## src/rtl/lcd_timing_pattern_gen.sv

```systemverilog
// LCD RGB timing generator with runtime-selectable test patterns.
// Counters drive DE/HS/VS and a pattern source; every output is registered.
module lcd_timing_pattern_gen #(
    parameter int H_SYNC   = 128,
    parameter int H_BACK   = 88,
    parameter int H_ACTIVE = 800,
    parameter int H_FRONT  = 40,
    parameter int V_SYNC   = 2,
    parameter int V_BACK   = 33,
    parameter int V_ACTIVE = 480,
    parameter int V_FRONT  = 10,
    parameter int SYNC_POL = 0,
    parameter int CD       = 8,
    parameter int GRID     = 16
) (
    input  logic                          sys_clk,
    input  logic                          sys_rst_n,
    input  logic                          en,
    input  logic [1:0]                    mode,
    input  logic [3*CD-1:0]               solid_rgb,
    output logic                          lcd_de,
    output logic                          lcd_hs,
    output logic                          lcd_vs,
    output logic [3*CD-1:0]               lcd_rgb,
    output logic                          frame_start,
    output logic [$clog2(H_ACTIVE)-1:0]   pix_x,
    output logic [$clog2(V_ACTIVE)-1:0]   pix_y
);

    localparam int H_TOTAL = H_SYNC + H_BACK + H_ACTIVE + H_FRONT;
    localparam int V_TOTAL = V_SYNC + V_BACK + V_ACTIVE + V_FRONT;
    localparam int HW      = $clog2(H_TOTAL + 1);
    localparam int VW      = $clog2(V_TOTAL + 1);
    localparam int XW      = $clog2(H_ACTIVE);
    localparam int YW      = $clog2(V_ACTIVE);
    localparam int GW      = $clog2(GRID);
    localparam int CW      = 3 * CD;
    localparam int H_BAR   = H_ACTIVE / 8;

    localparam logic [HW-1:0] H_LAST = HW'(H_TOTAL - 1);
    localparam logic [HW-1:0] H_SE   = HW'(H_SYNC);
    localparam logic [HW-1:0] H_ST   = HW'(H_SYNC + H_BACK);
    localparam logic [HW-1:0] H_END  = HW'(H_SYNC + H_BACK + H_ACTIVE);
    localparam logic [VW-1:0] V_LAST = VW'(V_TOTAL - 1);
    localparam logic [VW-1:0] V_SE   = VW'(V_SYNC);
    localparam logic [VW-1:0] V_ST   = VW'(V_SYNC + V_BACK);
    localparam logic [VW-1:0] V_END  = VW'(V_SYNC + V_BACK + V_ACTIVE);
    localparam logic [GW-1:0] G_LAST = GW'(GRID - 1);
    localparam logic          SP     = 1'(SYNC_POL);

    logic [HW-1:0] r_h;
    logic [VW-1:0] r_v;
    logic [GW-1:0] r_gx;
    logic [GW-1:0] r_gy;
    logic [1:0]    r_mode;

    logic [HW-1:0] w_h_nxt;
    logic [VW-1:0] w_v_nxt;
    logic [GW-1:0] w_gx_nxt;
    logic [GW-1:0] w_gy_nxt;
    logic [HW-1:0] w_x;
    logic [VW-1:0] w_y;
    logic          w_h_last;
    logic          w_v_last;
    logic          w_org;
    logic          w_hs_act;
    logic          w_vs_act;
    logic          w_h_vis;
    logic          w_v_vis;
    logic          w_de;
    logic [2:0]    w_bar;
    logic [CD-1:0] w_grey;
    logic [CW-1:0] w_pat;

    assign w_h_last = (r_h == H_LAST);
    assign w_v_last = (r_v == V_LAST);
    assign w_org    = (r_h == '0) && (r_v == '0);

    assign w_h_nxt = w_h_last ? '0 : r_h + 1'b1;
    assign w_v_nxt = !w_h_last ? r_v :
                     (w_v_last ? '0 : r_v + 1'b1);

    // Grid phase counters restart at the first active column/row
    assign w_gx_nxt = (w_h_nxt == H_ST) ? '0 :
                      ((r_gx == G_LAST) ? '0 : r_gx + 1'b1);
    assign w_gy_nxt = !w_h_last ? r_gy :
                      ((w_v_nxt == V_ST) ? '0 :
                       ((r_gy == G_LAST) ? '0 : r_gy + 1'b1));

    assign w_hs_act = (r_h < H_SE);
    assign w_vs_act = (r_v < V_SE);
    assign w_h_vis  = (r_h >= H_ST) && (r_h < H_END);
    assign w_v_vis  = (r_v >= V_ST) && (r_v < V_END);
    assign w_de     = w_h_vis && w_v_vis;

    assign w_x    = r_h - H_ST;
    assign w_y    = r_v - V_ST;
    assign w_grey = CD'(w_x);

    always_comb begin
        w_bar = 3'd0;
        for (int k = 1; k < 8; k++) begin
            if (w_x >= HW'(k * H_BAR)) begin
                w_bar = 3'(k);
            end
        end
    end

    // Bar order white..black maps to R=~k[1], G=~k[2], B=~k[0]
    always_comb begin
        w_pat = '0;
        case (r_mode)
            2'd0: w_pat = {{CD{~w_bar[1]}}, {CD{~w_bar[2]}}, {CD{~w_bar[0]}}};
            2'd1: w_pat = ((r_gx == '0) || (r_gy == '0)) ? '1 : '0;
            2'd2: w_pat = {3{w_grey}};
            2'd3: w_pat = solid_rgb;
        endcase
    end

    always_ff @(posedge sys_clk or negedge sys_rst_n) begin
        if (!sys_rst_n) begin
            r_h         <= '0;
            r_v         <= '0;
            r_gx        <= '0;
            r_gy        <= '0;
            r_mode      <= 2'd0;
            lcd_de      <= 1'b0;
            lcd_hs      <= ~SP;
            lcd_vs      <= ~SP;
            lcd_rgb     <= '0;
            frame_start <= 1'b0;
            pix_x       <= '0;
            pix_y       <= '0;
        end else begin
            if (w_org) begin
                r_mode <= mode;
            end
            if (!en) begin
                r_h         <= '0;
                r_v         <= '0;
                r_gx        <= '0;
                r_gy        <= '0;
                lcd_de      <= 1'b0;
                lcd_hs      <= ~SP;
                lcd_vs      <= ~SP;
                lcd_rgb     <= '0;
                frame_start <= 1'b0;
                pix_x       <= '0;
                pix_y       <= '0;
            end else begin
                r_h         <= w_h_nxt;
                r_v         <= w_v_nxt;
                r_gx        <= w_gx_nxt;
                r_gy        <= w_gy_nxt;
                lcd_de      <= w_de;
                lcd_hs      <= w_hs_act ? SP : ~SP;
                lcd_vs      <= w_vs_act ? SP : ~SP;
                lcd_rgb     <= w_de ? w_pat : '0;
                frame_start <= w_org;
                pix_x       <= w_de ? XW'(w_x) : '0;
                pix_y       <= w_de ? YW'(w_y) : '0;
            end
        end
    end

endmodule

```

## config.mk

```make
export PLATFORM = sky130hd
export DESIGN_NAME = lcd_timing_pattern_gen
export DESIGN_NICKNAME = d
export VERILOG_FILES = /design/src/rtl/lcd_timing_pattern_gen.sv
export SDC_FILE = /design/constraint.sdc
export NUM_CORES = 1
export LEC_CHECK = 0
export BUFFER_PORTS_ARGS = -buffer_cell sky130_fd_sc_hd__buf_2
export CELL_PAD_IN_SITES_DETAIL_PLACEMENT = 1
export CELL_PAD_IN_SITES_GLOBAL_PLACEMENT = 1
export CORE_UTILIZATION = 25
export CTS_CLUSTER_SIZE = 30
export DETAILED_ROUTE_END_ITERATION = 12
export PLACE_DENSITY_LB_ADDON = 0.1
export SLEW_MARGIN = 20
export SYNTH_ARGS = -nofsm -noshare
export SYNTH_HDL_FRONTEND = slang
export SYNTH_SLANG_ARGS = --single-unit
```

## constraint.sdc

```tcl
create_clock -name sys_clk -period 7.3 [get_ports sys_clk]
set_input_delay 1.46 -clock sys_clk [delete_from_list [all_inputs] [get_ports sys_clk]]
set_output_delay 1.46 -clock sys_clk [all_outputs]
set_load 0.01 [all_outputs]
```

=== Yosys cells after proc, flatten, opt, wreduce, memory -nomap -nowiden ===
Index checks and enable logic that the tools add are counted.

* Output and inout port bits: 47
* Register bits: 78

* Order comparisons: 13
* Bitwise operators: 3
* Reductions and logical operators: 10
* Eq/ne operators: 10
* $add $sub $neg: 6
* Multiplexer cells: 33

{| class="wikitable"
|+ Operator list
! cell !! number
|-
| $pmux 24 s4 || 1
|-
| $mux 24 || 3
|-
| $mux 10 || 5
|-
| $ge 11x9->1 const B || 3
|-
| $mux 4 || 7
|-
| $ge 11x10->1 const B || 2
|-
| $ge 11x8->1 const B || 2
|-
| $mux 11 || 2
|-
| $mux 9 || 2
|-
| $mux 3 || 5
|-
| $add 11x1->11 const B || 1
|-
| $eq 11x11->1 const B || 1
|-
| $eq 11x8->1 const B || 1
|-
| $ge 11x7->1 const B || 1
|-
| $logic_not 11->1 || 1
|-
| $lt 11x10->1 const B || 1
|-
| $lt 11x8->1 const B || 1
|-
| $sub 11x8->11 const B || 1
|-
| $add 10x1->10 const B || 1
|-
| $eq 10x10->1 const B || 1
|-
| $eq 10x6->1 const B || 1
|-
| $ge 10x6->1 const B || 1
|-
| $logic_not 10->1 || 1
|-
| $lt 10x10->1 const B || 1
|-
| other kinds (14) || 29
|}

=== Longest topological paths before layout ===
Gate-level depths: netlist of run 1.

* Word-level depth: 13
* Depth in mapped cells: 10

=== Worst setup path before layout of run 1 ===
No wires, ideal clock.

* Kind: in2reg
* Start: input en
* End: register lcd_rgb[0]
* Cell stages on the path: 6
* Path buffers: 0
* Data required time: 7.178 ns
* Library setup time: 0.122 ns
* Setup slack: 4.618 ns
* Data arrival time: 2.561 ns
* Path through: nand2_1 a221oi_1 o211ai_2 nor2_1 a31oi_2 a2111oi_1

* Cells in the longest elaborated chain, start to end: 1

{| class="wikitable"
|+ Ends and longest elaborated chain
! what !! line !! source
|-
| start: declaration || 18 || <nowiki>input logic en,</nowiki>
|-
| $mux 24 || 138 || <nowiki>if (!en) begin</nowiki>
|-
| end signal: assignment || 158 || <nowiki>lcd_rgb <= w_de ? w_pat : '0;</nowiki>
|-
| end: declaration || 24 || <nowiki>output logic [3*CD-1:0] lcd_rgb,</nowiki>
|}

No other way between the ends.
A chain may end at the register's enable or synchronous reset.

=== Worst setup path after layout of run 1 ===
* Start: register r_h[3]
* End: register lcd_rgb[2]

* Cells in the longest elaborated chain, start to end: 13

{| class="wikitable"
|+ Ends and longest elaborated chain
! what !! line !! source
|-
| start: declaration || 51 || <nowiki>logic [HW-1:0] r_h;</nowiki>
|-
| start signal: assignment || 151 || <nowiki>r_h <= w_h_nxt;</nowiki>
|-
| $sub 11x8->11 || 96 || <nowiki>assign w_x = r_h - H_ST;</nowiki>
|-
| $ge 11x7->1 || 103 || <nowiki>if (w_x >= HW'(k * H_BAR)) begin</nowiki>
|-
| $mux 1 || 103 ||
|-
| $mux 2 || 103 ||
|-
| $mux 3 (5 in series) || 103 ||
|-
| $not 1->1 || 113 || <nowiki>2'd0: w_pat = {{CD{~w_bar[1]}}, {CD{~w_bar[2]}}, {CD{~w_bar[0]}}};</nowiki>
|-
| $pmux 24 s4 || 112 || <nowiki>case (r_mode)</nowiki>
|-
| $mux 24 * || 158 ||
|-
| $mux 24 * || 138 ||
|}

Every way passes the cells marked *; elsewhere a longest branch is shown, timed or not.

==> results of run 1 <==
==> power breakdown <==
group	switching, mW	internal (mW)	total [mW]
registers	0.00935	0.439	0.448
clock network	0.198	0.268	0.465
logic	0.0704	0.0268	0.0972
==> cells in the mapped netlist (4+ instances only) <==
cell / instances / area share (%)
inv_1: 19 / 1.5
nand3_1: 13 / 1.4
o22ai_1: 6 / 0.81
a2111oi_1: 7 / 1.5
a31oi_1: 6 / 0.81
a21oi_1: 14 / 1.5
ha_1: 13 / 3.5
nor2b_1: 4 / 0.54
nand2_1: 25 / 2.0
and3_1: 8 / 1.1
xor2_1: 10 / 1.9
a211oi_2: 8 / 2.2
o21ai_0: 39 / 4.2
buf_4: 7 / 1.1
nand4_1: 11 / 1.5
a211oi_1: 8 / 1.3
nor2_1: 48 / 3.9
dfrtp_1: 76 / 41
and2_1: 13 / 1.8
clkbuf_1: 15 / 1.2
xnor2_1: 21 / 4.0
buf_6: 5 / 1.2
nor4_1: 4 / 0.54
and4_1: 4 / 0.76
nor3_1: 10 / 1.1
==> cells by family (layout without fill, tap and decap cells) <==
family	Yosys count	after routing	share of synthesized area, %
adders and majority gates	13	13	3.51
AOI/OAI and AO/OA	131	131	21.4
and+or+nand+nor	164	164	19.1
buffers and inverters	58	114	6.53
DFF	78	78	42.1
muxes	2	2	0.459
xor gates and xnor gates	33	33	6.80
==> stage by stage <==
step	worst slack, ps	instance area (sq um)
2_1_floorplan	4620	4640
3_3_place_gp	3600	5090
3_5_place_dp	3530	5090
4_1_cts	3630	5390
5_1_grt	3260	5400
6_report	3740	5400
==> worst reg2reg max path, cell delays in order, from the launching register on <==
cell and delay (ps):
dfrtp_1 810, ha_1 590, or2_4 250, a31oi_4 110, a221oi_1 330, o211ai_2 420
nor2_1 270, a31oi_2 230, a2111oi_1 430
==> cell usage in the layout (no fill, tap or decap), types with 3 or more instances in the layout <==
| cell type | Yosys | layout |
|---|---|---|
| a2111oi_1 | 7 | 7 |
| a211oi_2 | 8 | 8 |
| nor3_1 | 10 | 10 |
| nand4_1 | 11 | 11 |
| nand3_1 | 13 | 13 |
| clkbuf_16 | 0 | 9 |
| a31oi_1 | 6 | 6 |
| nor4_1 | 4 | 4 |
| inv_1 | 19 | 19 |
| a211oi_1 | 8 | 8 |
| nand2b_1 | 3 | 3 |
| xnor2_1 | 21 | 21 |
| a311oi_1 | 3 | 3 |
| and4_1 | 4 | 4 |
| nor2b_1 | 4 | 4 |
| and3_1 | 8 | 8 |
| a21oi_1 | 14 | 14 |
| a21boi_0 | 3 | 3 |
| o21ai_0 | 39 | 39 |
| dfrtp_1 | 76 | 76 |
| and2_1 | 13 | 13 |
| or4_1 | 3 | 3 |
| a221oi_1 | 3 | 3 |
| or3_1 | 3 | 3 |
| nand2_1 | 25 | 25 |
| xor2_1 | 10 | 10 |
| nor2_1 | 48 | 48 |
| nor4_2 | 3 | 3 |
| ha_1 | 13 | 13 |
| o22ai_1 | 6 | 6 |
| o211ai_1 | 3 | 3 |
| buf_2 | 3 | 74 |
==> sequential cells by signal, indices dropped and copies added, names as in the netlist <==
signal	count
r_mode	2
lcd_de	1
lcd_hs	1
r_h	11
r_gy	4
r_gx	4
pix_x	10
lcd_rgb	24
frame_start	1
pix_y	9
r_v	10
lcd_vs	1
==> metal layers <==
layer | part of all wire (%) | up-vias
met3 | 3.7 | 11
met2 | 44 | 85
met5 | 0 | -
li1 | - | 1830
met1 | 51 | 1940
met4 | 1.3 | 0
==> final timing paths <==
check / start / endpoint
worst max-delay path: r_h[3] / lcd_rgb[2]
worst min-delay path: r_gx[0] / r_gx[0]
worst max register to register: r_h[3] / lcd_rgb[2]
worst min register to register: r_gx[0] / r_gx[0]
max in group asynchronous: sys_rst_n / r_gx[0]
min in group asynchronous: sys_rst_n / lcd_rgb[8]
==> layout make-up <==
class	instances	share of cell area [%]
repair buffers	77	7.35
flip-flops and latches	78	36.2
clock inverters	6	1.32
inverters	21	1.46
well taps	229	5.31
multi-input cells	343	44.1
clock buffers	10	4.24
==> summary.txt, run 1 <==
vias in the first global route: 4,078
EDFF count, synth: 0
FFs w/ async S/R, synth: 100%
WP data required: 7530 ps
minimum clock period after layout: 3560 ps
failing checks: design-rule violations
Final Max Slew Viols: 0
Overall Global Routing Usage: 15.9%
H-Tree Level Count: 3
Crit-path slowest cell: dfrtp_1
grt met1 use: 22.7%
Critical Path Source Type: flop
Most Crowded Layer GR: met2
final worst-path cycle share: 48.7%
first-pass GRT wire length: 23,700 um
maxcap violations: 0
R2R setup slack: 3740 ps
Setup Viol. Count Final: 0
Die Y: 138 um
Detail Placement HPWL: 10,400 um
footprint of the multi-input gates: 0.00238 sq mm
final antenna-violating net count: 0
met2 global-route usage: 24.2%
# IOs: 76
non-filler instance count after layout: 764
Root Driver: clkbuf_16
CTS buffer count: 9
critical path type: flop to flop
Avg WL per Cell: 19.0 um
synthesized flop and latch total: 78
Hold WS: 491 ps
Least-Margin Pin Slew: 887 ps
Std-Cell Core Area: 0.0181 sq mm
final core occ: 29.8%
Synth-to-Final Area Change: 16.4%
worst path cell trace: ha_1 -> or2_4 -> a31oi_4 -> a221oi_1 -> o211ai_2 -> nor2_1 -> a31oi_2 -> a2111oi_1
DRC viols: 18
Top Family by Delay on Critical Path: compound AO/OA/AOI/OAI gates
clk_lat worst skew: 350 ps
M3 GR Usage: 2.63%
post_cts resized: 0
crit-path max cell delay: 810 ps
Final Wtd Congestion: 0.832
pin count of the biggest net entering global routing: 79
share of cells above drive strength 1: 23.9%
row count: 49
CTS tree: yes
syn_nets: 521
Register-to-Register Path Depth: 8
Fin. Hold Viols: 0
achievable frequency: 281 MHz
CP endpoint kind: flop
Post-synth top flop: dfrtp_1
P_leak: 2.42 nW
Port Buffers: 75
Post-Synthesis Cells: 479
Syn Area/Cell: 9.68 sq um
Placed Cells: 748
number of fill cells: 2,091
via-per-instance ratio: 5.06
pwr dens: 187 mW/mm^2
Worst VDD drop: 0.104 mV
die width: 138 um
Post-CTS Hold Fix Bufs: 0
Ant. Diodes: 0
CTS clk-pin slew, worst paths: 70 ps
layout net count: 572
initial antenna violation count: 0
drt total wl: 14,500 um
worst path arrival time: 3790 ps
worst hold path type: flop to flop
register area: 0.00195 sq mm
Min-Delay Path Depth: 1
Post-CTS Setup Inserts: 0
clk_skew: 14.1 ps
mapped cell area: 0.00464 sq mm
GR Overflow Total: 0
via count: 3,866
Total Power: 1.01 mW
Die Footprint: 0.0191 sq mm
Worst Path Max Fanout: 21
Slew HR: 40.8%
worst-case clock buffer depth: 2
RSZ-0062 raised after global routing: false
Levels on crit path: 8
status: complete, but fails checks
Pre-antenna DRT Iters: 8
initial core utilization: 25.6%
iteration-0 DRC count of the detailed router: 195
sequential-to-total area share from yosys stat: 42.1%
post-route setup TNS: 0 ps
Synth cell types: 79
CTS sink count: 78
Synth warnings: 0
Buf+Inv Stages, Crit Path: 0
Power figures use the tool's default switching activity.
==> inputs of run 2 (changes only) <==
- ABC_AREA: default -> 1
- clock period: 7.3 -> 3 ns (I/O delays scaled with it)
==> summary.txt, run 2 <==
achievable frequency: 387 MHz (was 281 MHz)
initial core utilization: 25.5% (was 25.6%)
pin count of the biggest net entering global routing: 79 (unchanged)
Post-CTS Setup Inserts: 0 (unchanged)
WP data required: 3270 ps (was 7530 ps)
drt total wl: 14,100 um (was 14,500 um)
Critical Path Source Type: flop (unchanged)
non-filler instance count after layout: 874 (was 764)
Post-synth top flop: dfrtp_1 (unchanged)
final core occ: 31.1% (was 29.8%)
pwr dens: 473 mW/mm^2 (was 187 mW/mm^2)
Detail Placement HPWL: 10,900 um (was 10,400 um)
Total Power: 2.53 mW (was 1.01 mW)
met3 wire len: 420 um (was 529 um)
Area contributors post-synth: dfrtp_1 43%, nand2_1 10%, nor2_1 8.1% (was dfrtp_1 41%, o21ai_0 4.2%, xnor2_1 4.0%)
Synth top area share: 43.5% (was 41.0%)
Port Buffers: 75 (unchanged)
via count: 3,934 (was 3,866)
Die Y: 134 um (was 138 um)
Setup Viol. Count Final: 0 (unchanged)
commonest non-fill, non-tap cell in the layout: nand2_1 (was dfrtp_1)
layout net count: 686 (was 572)
cell taking the most area after synthesis: dfrtp_1 (unchanged)
commonest non-fill, non-tap cells in the layout: 117 x nand2_1, 94 x nor2_1, 76 x dfrtp_1, 74 x buf_2, 53 x inv_1 (was 76 x dfrtp_1, 74 x buf_2, 48 x nor2_1, 39 x o21ai_0, 25 x nand2_1)
Synth-to-Final Area Change: 22.0% (was 16.4%)
EDFF count, synth: 0 (unchanged)
post-route setup TNS: 0 ps (unchanged)
maxcap violations: 0 (unchanged)
max reg flops: 24 (unchanged)
Commonest cells post-synth: 117 x nand2_1, 94 x nor2_1, 76 x dfrtp_1, 53 x inv_1, 41 x a21oi_1 (was 76 x dfrtp_1, 48 x nor2_1, 39 x o21ai_0, 25 x nand2_1, 21 x xnor2_1)
Placed Cells: 858 (was 748)
synthesized flop and latch total: 78 (unchanged)
Worst VDD drop: 0.242 mV (was 0.104 mV)
H-Tree Level Count: 3 (unchanged)
Fin. Hold Viols: 0 (unchanged)
clk_skew: 6.75 ps (was 14.1 ps)
Highest Signal Layer: met4 (unchanged)
first-pass GRT wire length: 22,900 um (was 23,700 um)
Synth cell types: 36 (was 79)
Root Driver: clkbuf_16 (unchanged)
CTS buffer count: 9 (unchanged)
share of cells above drive strength 1: 22.8% (was 23.9%)
Post-CTS Hold Fix Bufs: 0 (unchanged)
worst path arrival time: 2850 ps (was 3790 ps)
P_leak: 2.80 nW (was 2.42 nW)
CTS clk-pin slew, worst paths: 60 ps (was 70 ps)
Ant. Diodes: 0 (unchanged)
status: completed (was complete, but fails checks)
GR Overflow Total: 0 (unchanged)
critical path type: flop to flop (unchanged)
syn_nets: 605 (was 521)
Slew HR: 51.1% (was 40.8%)
clk_lat worst skew: 350 ps (about the same)
Overall Global Routing Usage: 16.8% (was 15.9%)
DRC viols: 0 (was 18)
CTS tree: yes (unchanged)
post_cts resized: 0 (unchanged)
Syn Area/Cell: 7.77 sq um (was 9.68 sq um)
mapped cell area: 0.00438 sq mm (was 0.00464 sq mm)
Die Footprint: 0.0180 sq mm (was 0.0191 sq mm)
Final Wtd Congestion: 0.869 (was 0.832)
Synth warnings: 0 (unchanged)
biggest registers after layout: lcd_rgb x24, r_h x11 (unchanged)
sequential-to-total area share from yosys stat: 44.7% (was 42.1%)
largest register by flop count: lcd_rgb (unchanged)
via-per-instance ratio: 4.50 (was 5.06)
Avg WL per Cell: 16.2 um (was 19.0 um)
worst hold path type: primary input to async pin (was flop to flop)
Std-Cell Core Area: 0.0172 sq mm (was 0.0181 sq mm)
RSZ-0062 raised after global routing: false (unchanged)
Final Max Slew Viols: 0 (unchanged)
M1 WL: 6210 um (was 7360 um)
Post-Synthesis Cells: 563 (was 479)
die width: 134 um (was 138 um)
# IOs: 76 (unchanged)
vias in the first global route: 4,213 (was 4,078)
initial antenna violation count: 0 (unchanged)
minimum clock period after layout: 2580 ps (was 3560 ps)
top-count cell post-synth: nand2_1 (was dfrtp_1)
final antenna-violating net count: 0 (unchanged)
Worst Path Max Fanout: 16 (was 21)
CP endpoint kind: flop (unchanged)
met2 wire len: 7170 um (was 6400 um)
worst-case clock buffer depth: 2 (unchanged)
row count: 48 (was 49)
iteration-0 DRC count of the detailed router: 142 (was 195)
FFs w/ async S/R, synth: 100% (unchanged)
final worst-path cycle share: 86.1% (was 48.7%)
CTS sink count: 78 (unchanged)
Least-Margin Pin Slew: 733 ps (was 887 ps)
Hold WS: 281 ps (was 491 ps)
Pre-antenna DRT Iters: 4 (was 8)
[run 2: through the flow]
stage | cell area (sq um) | worst slack, ps
2_1_floorplan | 4380 | 986
3_3_place_gp | 5030 | 370
3_5_place_dp | 5030 | 370
4_1_cts | 5340 | 350
5_1_grt | 5340 | 185
6_report | 5340 | 417
[run 2: report_power, final]
group | total [mW] | leakage (nW) | internal (mW) | switching (mW)
clock network | 1.16 | 0.149 | 0.674 | 0.483
registers | 1.09 | 1.07 | 1.07 | 0.0200
logic | 0.279 | 1.58 | 0.0848 | 0.195
total | 2.53 | 2.80 | 1.83 | 0.698
[run 2: area by class of cell]
| type | instances | area [sq um] |
|---|---|---|
| timing repair buffer | 84 | 449 |
| fill | 2165 | 11800 |
| clock buffer | 10 | 239 |
| sequential | 78 | 1950 |
| inverter | 60 | 233 |
| tap | 225 | 282 |
| clock inverter | 6 | 68.8 |
| multi-input combinational | 411 | 2110 |
[run 2: path summary, 6_finish.rpt]
kind	from	endpoint	slack, ps	cells after the start
max in group asynchronous	sys_rst_n	r_v[4]	2220	1
setup / recovery	r_v[0]	lcd_rgb[14]	420	11
setup reg to reg	r_v[0]	lcd_rgb[14]	420	11
min in group sys_clk	solid_rgb[15]	lcd_rgb[15]	490	3
hold reg to reg	r_h[0]	r_h[0]	500	1
hold / removal	sys_rst_n	lcd_rgb[15]	280	1
[run 2: worst max-delay path: stages (launching register included)]
cell	delay [ps]
dfrtp_1	510
ha_1	350
nor2_1	90
nand2_1	90
nand2_1	90
nand2_1	120
nor2_1	60
nor3_2	180
nand2_2	290
inv_2	260
nand2_1	260
a21oi_1	200
[run 2: cells by family after synthesis]
logic type,share of synthesized area (%)
adder cells (fa/ha/maj),3.72
AO/OA/AOI/OAI,8.78
flip-flops,44.7
multiplexers,0.515
XOR/XNOR,3.20
AND/OR/NAND/NOR,32.1
buffers and inverters,7.03
[run 2: metal layers]
metal / GRT usage (%) / vias up
li1: - / 1965
met1: 20.1 / 1886
met2: 29.5 / 64
met3: 3.17 / 19
met4: 6.68 / 0
met5: 0 / -
==> inputs of run 3 (changes only) <==
- RECOVER_POWER: default -> 50
==> summary.txt, run 3 (synthesis results as in run 2) <==
worst path cell trace: ha_1 -> nor2_1 -> nand2_1 -> nand2_1 -> nand2_1 -> nor2_1 -> nor3_2 -> nand2_2 -> inv_2 -> nand2_1 -> a21oi_1 (unchanged)
Final Max Slew Viols: 79 (was 0)
Worst VDD drop: 0.239 mV (was 0.242 mV)
final core occ: 30.9% (was 31.1%)
Setup Viol. Count Final: 0 (unchanged)
Post-CTS Hold Fix Bufs: 0 (unchanged)
clk_skew: 5.23 ps (was 6.75 ps)
final antenna-violating net count: 0 (unchanged)
R2R setup slack: 410 ps (was 420 ps)
critical path type: flop to flop (unchanged)
Highest Signal Layer: met4 (unchanged)
Worst R2R Start: r_v[0] (unchanged)
CTS sink count: 78 (unchanged)
worst hold path type: primary input to flop (was primary input to async pin)
post_cts resized: 0 (unchanged)
Std-Cell Core Area: 0.0172 sq mm (unchanged)
initial antenna violation count: 0 (unchanged)
crit-path max cell delay: 510 ps (about the same)
first-pass GRT wire length: 22,900 um (unchanged)
minimum clock period after layout: 2590 ps (was 2580 ps)
DP Worst Slack: 370 ps (unchanged)
M1 WL: 6280 um (was 6210 um)
worst path arrival time: 2860 ps (was 2850 ps)
Buf+Inv Stages, Crit Path: 1 (unchanged)
max reg flops: 24 (unchanged)
iteration-0 DRC count of the detailed router: 148 (was 142)
Worst path most repeated cell: nand2_1 (unchanged)
Root Driver: clkbuf_16 (unchanged)
vias in the first global route: 4,213 (unchanged)
placed cell area: 0.00503 sq mm (unchanged)
Min-Delay Path Depth: 3
CTS tree: yes (unchanged)
min-delay src: solid_rgb[15]
Final Wtd Congestion: 0.869 (unchanged)
worst-case clock buffer depth: 2 (unchanged)
Worst Path Max Fanout: 16 (unchanged)
WP data required: 3270 ps (about the same)
Total Power: 2.53 mW (about the same)
Avg WL per Cell: 16.2 um (about the same)
largest register by flop count: lcd_rgb (unchanged)
Overall Global Routing Usage: 16.8% (unchanged)
Detail Placement HPWL: 10,900 um (unchanged)
pin count of the biggest net entering global routing: 79 (unchanged)
Register-to-Register Path Depth: 11 (unchanged)
status: complete, but fails checks (was completed)
Port Buffers: 75 (unchanged)
Post-CTS Setup Inserts: 0 (unchanged)
row count: 48 (unchanged)
Ant. Diodes: 0 (unchanged)
RSZ-0062 raised after global routing: false (unchanged)
final worst-path cycle share: 86.5% (was 86.1%)
biggest registers after layout: lcd_rgb x24, r_h x11 (unchanged)
# IOs: 76 (unchanged)
maxcap violations: 1 (was 0)
Worst Slack Setup Final: 406 ps (was 417 ps)
CTS clk-pin slew, worst paths: 60 ps (about the same)
commonest non-fill, non-tap cells in the layout: 117 x nand2_1, 95 x nor2_1, 76 x dfrtp_1, 53 x inv_1, 53 x buf_2 (was 117 x nand2_1, 94 x nor2_1, 76 x dfrtp_1, 74 x buf_2, 53 x inv_1)
Synth-to-Final Area Change: 21.1% (was 22.0%)
die width: 134 um (unchanged)
GR Overflow Total: 0 (unchanged)
initial core utilization: 25.5% (unchanged)
reg-to-reg endpoint: lcd_rgb[14] (unchanged)
Critical Path Source Type: flop (unchanged)
Worst Hold Path EP: lcd_rgb[15]
Fin. Hold Viols: 0 (unchanged)
pwr dens: 476 mW/mm^2 (was 473 mW/mm^2)
via-per-instance ratio: 4.52 (was 4.50)
commonest non-fill, non-tap cell in the layout: nand2_1 (unchanged)
layout net count: 686 (unchanged)
Slew HR: -30.7% (was 51.1%)
Top Family by Delay on Critical Path: simple AND/OR/NAND/NOR gates (unchanged)
CP endpoint kind: flop (unchanged)
Die Y: 134 um (unchanged)
share of cells above drive strength 1: 19.4% (was 22.8%)
via count: 3,953 (was 3,934)
Pre-antenna DRT Iters: 4 (unchanged)
clk_lat worst skew: 350 ps (about the same)
Least-Margin Pin Slew: 1960 ps (was 733 ps)
CTS buffer count: 9 (unchanged)
Die Footprint: 0.0180 sq mm (unchanged)
post-route setup TNS: 0 ps (unchanged)
final instance area: 0.00530 sq mm (was 0.00534 sq mm)
P_leak: 2.70 nW (was 2.80 nW)
H-Tree Level Count: 3 (unchanged)
met3 wire len: 423 um (was 420 um)
met2 wire len: 7160 um (was 7170 um)
achievable frequency: 385 MHz (was 387 MHz)
drt total wl: 14,100 um (about the same)
DRC viols: 0 (unchanged)
failing checks: max-capacitance violations, max-slew violations
Crit-path slowest cell: dfrtp_1 (unchanged)
-- run 3: report_power, final --
part,total [mW],internal (mW),leakage (nW),switching (mW)
clock,1.15,0.674,0.149,0.481
sequential,1.09,1.07,1.07,0.0201
combinational,0.279,0.0836,1.48,0.195
-- run 3: stage by stage --
step / hold WS, ps / instances
floorplan: 304 / 563
CTS: 486 / 874
detailed placement: 510 / 858
finish: 497 / 874
global placement: 484 / 858
global route: 491 / 874
-- run 3: worst min-delay path, stage by stage --
cell	delay (ps)
buf_2	100
nand2_1	50
a21oi_1	50
-- run 3: worst max path at each step --
stage          startpoint  depth (start not counted)          end  slack [ps]
2_1_floorplan      r_h[3]                         17   lcd_rgb[0]         990
3_3_place_gp       r_v[0]                         11  lcd_rgb[14]         370
3_5_place_dp       r_v[0]                         11  lcd_rgb[14]         370
4_1_cts            r_v[0]                         11  lcd_rgb[14]         350
5_1_grt            r_v[0]                         11  lcd_rgb[15]         160
6_report           r_v[0]                         11  lcd_rgb[14]         410
-- run 3: layout make-up --
| cell class | instances | area (sq um) |
|---|---|---|
| clock buffer | 10 | 239 |
| timing repair buffer | 84 | 417 |
| sequential | 78 | 1950 |
| inverter | 60 | 233 |
| multi-input combinational | 411 | 2110 |
| clock inverter | 6 | 68.8 |
| tap | 225 | 282 |
| fill | 2172 | 11900 |
-- run 3: layer usage --
layer,global-route usage (%),vias to the layer above
met5,0,-
met4,6.68,0
met3,3.17,17
met2,29.5,65
met1,20.1,1907
li1,-,1964
